<file path="src/rtl/fft_loader_pkg.sv">
// Shared FFT definitions: transform size, loader FSM states and the
// bit-reversal helper used to place samples in the core's RAM.
package fft_loader_pkg;

  localparam int unsigned FFT_LOG2N = 6;
  localparam int unsigned FFT_N     = 1 << FFT_LOG2N;

  typedef enum logic [2:0] {
    FILL,
    KICK,
    WAIT_FFT,
    WAIT_DRAIN,
    CLEAR
  } loader_state_e;

  // Mirror the address bits so samples land in bit-reversed order.
  function automatic logic [FFT_LOG2N-1:0] bitrev(input logic [FFT_LOG2N-1:0] v);
    logic [FFT_LOG2N-1:0] r;
    r = '0;
    for (int unsigned i = 0; i < FFT_LOG2N; i++) begin
      r[i] = v[FFT_LOG2N-1-i];
    end
    return r;
  endfunction

endpackage

</file>
<file path="src/rtl/fft_loader.sv">
// fft_loader: collects 64 audio samples into the FFT core's RAM in
// bit-reversed order, kicks the transform, waits for the results to be
// drained, then resets the core before starting the next frame.
module fft_loader
  import fft_loader_pkg::*;
#(
  parameter int unsigned CLEAR_CYCLES = 2
) (
  input  logic                 clk,
  input  logic                 reset,
  input  logic                 sample_valid,
  input  logic [15:0]          sample_in,
  output logic                 sample_ready,
  output logic                 load,
  output logic [FFT_LOG2N-1:0] load_address,
  output logic [31:0]          data_out,
  output logic                 start,
  input  logic                 fft_done,
  input  logic                 unload_done,
  output logic                 fft_reset,
  output logic                 overrun,
  output logic [7:0]           frame_count
);

  localparam int unsigned          CW        = (CLEAR_CYCLES > 1) ? $clog2(CLEAR_CYCLES) : 1;
  localparam logic [CW-1:0]        CLR_LAST  = CW'(CLEAR_CYCLES - 1);
  localparam logic [FFT_LOG2N-1:0] FILL_LAST = FFT_LOG2N'(FFT_N - 1);

  loader_state_e        state_q, state_d;
  logic [FFT_LOG2N-1:0] fill_q, fill_d;
  logic [CW-1:0]        clr_q, clr_d;
  logic                 frame_pend_q, frame_pend_d;
  logic                 load_q, load_d;
  logic [FFT_LOG2N-1:0] addr_q, addr_d;
  logic [31:0]          data_q, data_d;
  logic                 start_q, start_d;
  logic                 overrun_q, overrun_d;
  logic [7:0]           frame_q, frame_d;
  logic                 accept;

  assign sample_ready = (state_q == FILL);
  assign fft_reset    = (state_q == CLEAR);
  assign accept       = sample_valid && sample_ready;

  assign load         = load_q;
  assign load_address = addr_q;
  assign data_out     = data_q;
  assign start        = start_q;
  assign overrun      = overrun_q;
  assign frame_count  = frame_q;

  // Next-state and registered-output computation for the frame sequencer.
  // start is registered out of KICK so it lands one cycle after the final
  // load strobe instead of overlapping it.
  always_comb begin
    state_d      = state_q;
    fill_d       = fill_q;
    clr_d        = clr_q;
    frame_pend_d = frame_pend_q;
    load_d       = 1'b0;
    addr_d       = addr_q;
    data_d       = data_q;
    start_d      = 1'b0;
    overrun_d    = overrun_q;
    frame_d      = frame_q;

    if (sample_valid && !sample_ready) begin
      overrun_d = 1'b1;
    end

    case (state_q)
      FILL: begin
        if (accept) begin
          load_d = 1'b1;
          addr_d = bitrev(fill_q);
          data_d = {sample_in, 16'h0000};
          fill_d = fill_q + 1'b1;
          if (fill_q == FILL_LAST) begin
            state_d = KICK;
          end
        end
      end
      KICK: begin
        start_d = 1'b1;
        state_d = WAIT_FFT;
      end
      WAIT_FFT: begin
        if (fft_done) begin
          state_d = WAIT_DRAIN;
        end
      end
      WAIT_DRAIN: begin
        if (unload_done) begin
          state_d      = CLEAR;
          clr_d        = '0;
          frame_pend_d = 1'b1;
        end
      end
      CLEAR: begin
        // Only a frame that was actually drained bumps the counter; the
        // CLEAR pass that follows reset does not.
        if (clr_q == CLR_LAST) begin
          state_d      = FILL;
          fill_d       = '0;
          clr_d        = '0;
          frame_pend_d = 1'b0;
          if (frame_pend_q) begin
            frame_d = frame_q + 8'd1;
          end
        end else begin
          clr_d = clr_q + 1'b1;
        end
      end
      default: begin
        state_d = CLEAR;
        clr_d   = '0;
      end
    endcase
  end

  // State and output registers; reset parks the core in CLEAR.
  always_ff @(posedge clk) begin
    if (reset) begin
      state_q      <= CLEAR;
      fill_q       <= '0;
      clr_q        <= '0;
      frame_pend_q <= 1'b0;
      load_q       <= 1'b0;
      addr_q       <= '0;
      data_q       <= '0;
      start_q      <= 1'b0;
      overrun_q    <= 1'b0;
      frame_q      <= '0;
    end else begin
      state_q      <= state_d;
      fill_q       <= fill_d;
      clr_q        <= clr_d;
      frame_pend_q <= frame_pend_d;
      load_q       <= load_d;
      addr_q       <= addr_d;
      data_q       <= data_d;
      start_q      <= start_d;
      overrun_q    <= overrun_d;
      frame_q      <= frame_d;
    end
  end

endmodule

</file>
<file path="config.mk">
export PLATFORM = sky130hd
export DESIGN_NAME = fft_loader
export DESIGN_NICKNAME = d
export VERILOG_FILES = /design/src/rtl/fft_loader_pkg.sv /design/src/rtl/fft_loader.sv
export SDC_FILE = /design/constraint.sdc
export NUM_CORES = 1
export LEC_CHECK = 0
export BUFFER_PORTS_ARGS = -buffer_cell sky130_fd_sc_hd__buf_4
export CAP_MARGIN = 20
export CORE_MARGIN = 4
export CORE_UTILIZATION = 45
export CTS_CLUSTER_SIZE = 25
export DETAILED_ROUTE_END_ITERATION = 6
export GPL_ROUTABILITY_DRIVEN = 0
export PLACE_DENSITY = 0.74
export SLEW_MARGIN = 10
export SYNTH_ARGS = -nofsm -noshare
export SYNTH_HDL_FRONTEND = slang
export SYNTH_SLANG_ARGS = --single-unit
export TNS_END_PERCENT = 20
</file>
<file path="constraint.sdc">
create_clock -name clk -period 2.1 [get_ports clk]
set_input_delay 0.42 -clock clk [delete_from_list [all_inputs] [get_ports clk]]
set_output_delay 0.42 -clock clk [all_outputs]
set_load 0.05 [all_outputs]
</file>
Word level (Yosys, flattened, before mapping)
Cells that the tools add are included.
{ "totals": {"ff_bits": 44, "inputBits": 21, "output_inout_bits": 51, "word_cells": 56} }
{ "classes": {"add_sub_neg": 3, "n_eq_ne": 10, "mux": 17, "bitwise": 2, "reduce_logical": 14} }
{ "ops": {"columns": ["cell", "n"], "rows": [
  ["two-way mux 3 bit", 5],
  ["case mux 3 bit (5 select lines)", 1],
  ["two-way mux 6 bit", 2],
  ["case mux 6 bit (2 select lines)", 1],
  ["AND reduction 3 bit", 3],
  ["adder 8 x 1 -> 8 bit (second input constant)", 1],
  ["adder 6 x 1 -> 6 bit (second input constant)", 1],
  ["equality test 3 x 2 -> 1 bit (second input constant)", 2],
  ["equality test 6 bit (second input constant)", 1],
  ["two-way mux 1 bit", 6],
  ["!= test 2 x 1 -> 1 bit (second input constant)", 3],
  ["AND reduction 5 bit", 1],
  ["!= test 2 bit (second input constant)", 2],
  ["AND reduction 2 bit", 2],
  ["nonzero test 2 bit", 2],
  ["equality test 3 x 1 -> 1 bit (second input constant)", 1],
  ["equality test 3 bit (second input constant)", 1],
  ["logical NOT 3 bit", 1],
  ["case mux 1 bit (3 select lines)", 1],
  ["OR reduction 3 bit", 1],
  ["logical AND 1 bit", 2],
  ["inverter 1 bit", 2],
  ["case mux 1 bit (2 select lines)", 1],
  ["OR reduction 2 bit", 1],
  ["other kinds (2)", 2]
]} }

Depth between registers and ports, before layout
{ "depth": {"ltp_word": 4, "ltp_mapped": 5} }

Worst setup path after synthesis
Ideal clock, no wire load.
{ "synth_path": {"path_type": "register to output", "from": "register state_q[2]", "to": "output port sample_ready", "t_arrival_ps": 1221, "required_ps": 1680, "slack_ps": 459, "path_stages_with_launch": 4, "cell_sequence": "dfxtp_1 > clkbuf_1 > or3_1 > inv_1"} }
{ "synth_between": {"elab_chain_len": 1} }
{ "synth_lines": {"columns": ["element", "line_no", "rtl"], "rows": [
  ["start, declared", "fft_loader.sv:29", "loader_state_e state_q, state_d;"],
  ["start signal, assigned", "fft_loader.sv:135", "state_q <= state_d;"],
  ["logical NOT 3 bit", "fft_loader.sv:41", "assign sample_ready = (state_q == FILL);"],
  ["end, declared", "fft_loader.sv:13", "output logic sample_ready,"]
]} }
No other way between the ends.

Worst setup path in the final report
{ "layout_path": {"from": "register state_q[1]", "to": "output port fft_reset"} }
{ "layout_between": {"elab_chain_len": 1} }
{ "layout_lines": {"columns": ["element", "line_no", "rtl"], "rows": [
  ["equality test 3 bit", "fft_loader.sv:42", "assign fft_reset = (state_q == CLEAR);"],
  ["end, declared", "fft_loader.sv:20", "output logic fft_reset,"]
]} }
No other way between the ends.

==> impl_metrics.env <==
export IMPL_outcome="finished clean"
export IMPL_switching_share=0.294
export IMPL_fmax_mhz=505
export IMPL_grt_use_met2=0.259
export IMPL_relSlewSlack=0.637
export IMPL_detail_route_wl_per_cell_um=12.2
export IMPL_hp_class="input pin to register"
export IMPL_cellPowerDensity_mw_per_mm2=785
export IMPL_crit_chain="or3b_1 > inv_1 > buf_4"
export IMPL_routed_wl_um=4100
export IMPL_hold_path_depth=3
export IMPL_syn2layout_area_growth_pct=26.2
export IMPL_path_class="register to primary output"
export IMPL_cp_max_fo=15
export IMPL_setup_viol=0
export IMPL_grt_pass1_vias=1458
export IMPL_holdBufCountCts=0
export IMPL_end_kind="primary output"
export IMPL_antenna_found_initial=0
export IMPL_dieArea_sq_mm=0.00541
export IMPL_cts_made_buffers=5
export IMPL_grt_max_degree=45
export IMPL_synth_mux_area_frac=0.0155
export IMPL_path_buf_inv=2
export IMPL_grt_pass1_wl_um=6480
export IMPL_pin_count=72
export IMPL_synth_compound_area_frac=0.153
export IMPL_htreeDepth=2
export IMPL_cts_tree="yes"
export IMPL_skew_ps=1.53
export IMPL_async_reset_ff_frac=0
export IMPL_synth_top_family_by_area="simple AND/OR/NAND/NOR gates"
export IMPL_r2r_cells=4
export IMPL_clockRootBuffer="clkbuf_8"
export IMPL_reg2reg_slack_ps=430
export IMPL_crit_arrival_ps=1560
export IMPL_layout_setup_ws_ps=119
export IMPL_sequentialPowerShare=0.464
export IMPL_worstSetupStartpointType="register"
export IMPL_cap_violations=0
export IMPL_clk_pin_slew_ps=80
export IMPL_min_period_over_period=0.943
export IMPL_synth_top_area_cell="dfxtp_1"
export IMPL_synth_simple_area_share=0.260
export IMPL_drt_drc_violations_left=0
export IMPL_yosys_area_share_xor_xnor=0
export IMPL_dp_hpwl_um=2820
export IMPL_rows=23
export IMPL_switchingPower_uw=563
export IMPL_ir_drop_uv=287
export IMPL_synth_seq_cells=44
export IMPL_critPathTopFamily="simple AND/OR/NAND/NOR gates"
export IMPL_first_pass_iters=4
export IMPL_r2r_start="fill_q[0]$_SDFFE_PP0P_"
export IMPL_vias_per_cell=4.99
export IMPL_layout_drive_gt1_share=0.242
export IMPL_ys_flop_type="dfxtp_1"
export IMPL_clkLatencyLatePin_ps=290
export IMPL_coreArea_sq_mm=0.00409
export IMPL_fin_area_sq_mm=0.00244
export IMPL_antennaDiodeCount=0
export IMPL_dr_total_vias=1672
export IMPL_worstMarginPinSlew_ps=530
export IMPL_clkSinkCount=44
export IMPL_synthAdderAreaFrac=0.0129
export IMPL_grt_ovfl_total=0
export IMPL_p_leak_nw=0.988
export IMPL_met3_usage=0.0424
export IMPL_grtUsageMet1=0.185
export IMPL_pwr_share_clk=0.356
export IMPL_pwr_share_comb=0.180
export IMPL_yosysSeqAreaShare=0.456
export IMPL_synth_cell_type_count=33
export IMPL_slew_viol_final=0
export IMPL_dpl_instance_area_sq_mm=0.00232
export IMPL_cp_required_ps=1680
export IMPL_internal_power_mw=1.35
export IMPL_grt_busiest_layer="met2"
export IMPL_clockBufferDepth=2
export IMPL_hold_start="sample_in[4]"
export IMPL_fin_tns_setup_ps=0
export IMPL_yosys_warnings=0
export IMPL_synth_edf_count=0
export IMPL_ant_nets=0
export IMPL_cp_depth=3
export IMPL_die_h_um=73.5
export IMPL_port_buffers=55
export IMPL_yosys_area_top_type_share=0.456
export IMPL_start_util=0.473
export IMPL_fin_crit_ps=1980
export IMPL_drt_iter0_drc=72
export IMPL_cpPeakStageDelay_ps=510
export IMPL_finalHoldViolations=0
export IMPL_track_usage=0.152
export IMPL_synthesis_area_sq_mm=0.00193
export IMPL_synth_area_per_cell_sq_um=8.23
export IMPL_synthCells=235
export IMPL_die_x_um=73.5
export IMPL_synthTopCellsByArea="dfxtp_1 (46%), nand2_1 (9.9%), a21oi_1 (9.8%)"
export IMPL_cpMaxStageDelayCell="or3b_1"
export IMPL_crit_path_start="state_q[1]$_SDFFE_PP0P_"
export IMPL_pre_cts_slack_ps=345
export IMPL_fin_nets=307
export IMPL_rsz0062_at_grt="no"
metrics by stage:
| stage | utilization | hold slack (ps) | power (mW) | instances |
|---|---|---|---|---|
| floorplan | - | 453 | 1.18 | 250 |
| global placement | 0.567 | 442 | 1.25 | 327 |
| detailed placement | 0.567 | 447 | 1.25 | 327 |
| CTS | 0.596 | 351 | 1.94 | 335 |
| global route | 0.597 | 358 | 1.99 | 335 |
| finish | 0.597 | 363 | 1.91 | 335 |
registers in the layout, summed over array words and instances, names as in the netlist, 3 cells and up:
signal	cells
data_out	16
frame_count	8
fill_q	6
load_address	6
state_q	3
area by class of cell:
class	count	area, sq um
repair buffers	58	435
clock buffers	6	82.6
inverters	4	15.0
clock inverters	2	38.8
multi-input cells	171	922
well taps	50	62.6
fillers	378	1650
flip-flops and latches	44	883
synth_stat cells, drive strengths merged (2+ instances only):
library cell  count
inv               4
o21ai             5
nor4bb            2
or3               7
nor4b             3
nor2              5
or4               6
nand2b            2
dfxtp            44
nor2b             4
nand3b            2
ha                2
a21oi            38
buf              19
clkbuf           12
nand2            51
or3b              2
o21bai            2
o31ai             7
mux2i             3
nand4             3
nand3             3
worst register-to-register path, stage by stage (launching register included):
cell,delay (ps)
dfxtp_1,410
ha_1,180
or3b_1,400
or4_1,480
a21oi_1,140
logic make-up (layout without fill, tap and decap cells):
family,after synthesis,in the layout
fa+ha+maj,2,2
compound gates,54,54
mux,3,3
simple gates,96,96
flops,44,44
buf+inv,35,70
other cells,1,16
worst paths after layout:
check	endpoint
worst max-delay path	fft_reset
worst min-delay path	data_out[20]$_SDFFE_PP0P_
worst max register to register	fill_q[4]$_SDFFE_PP0P_
worst min register to register	data_out[30]$_SDFFE_PP0P_
what timing repair did:
item | 4_1_cts | 5_1_grt
buffers inserted | 0 | 0
resized for setup | 0 | 2
endpoints found under the setup margin | 0 | 1
endpoints found under the hold margin | 0 | 0
per-layer routing:
layer  up-vias  part of all wire
li1        878                 -
met1       751              0.45
met2        39              0.48
met3         4             0.053
met4         0             0.013
met5         -                 0
cell usage in the layout (no fill, tap or decap), types with 2 or more instances in the layout:
cell type,n
nor2b_1,4
nor2_1,5
nor4b_1,2
or3_1,7
nand3_1,3
nand2b_1,2
nand3b_1,2
conb_1,16
ha_1,2
clkbuf_8,6
o21bai_1,2
inv_1,4
nand2_1,51
o31ai_1,7
dfxtp_2,2
buf_4,58
mux2i_1,3
nor4bb_1,2
nand4_1,3
or4_1,6
or3b_1,2
o21ai_0,5
dfxtp_1,42
a21oi_1,38
power groups by stage:
stage               clock network [mW]  logic (mW)  registers, mW
finish                           0.682       0.344          0.889
CTS                              0.705       0.346          0.888
detailed placement                   0       0.345          0.908
global placement                     0       0.345          0.907
floorplan                            0       0.217          0.964
global route                     0.732       0.370          0.893
No activity file was read; power rests on OpenSTA's default activity.
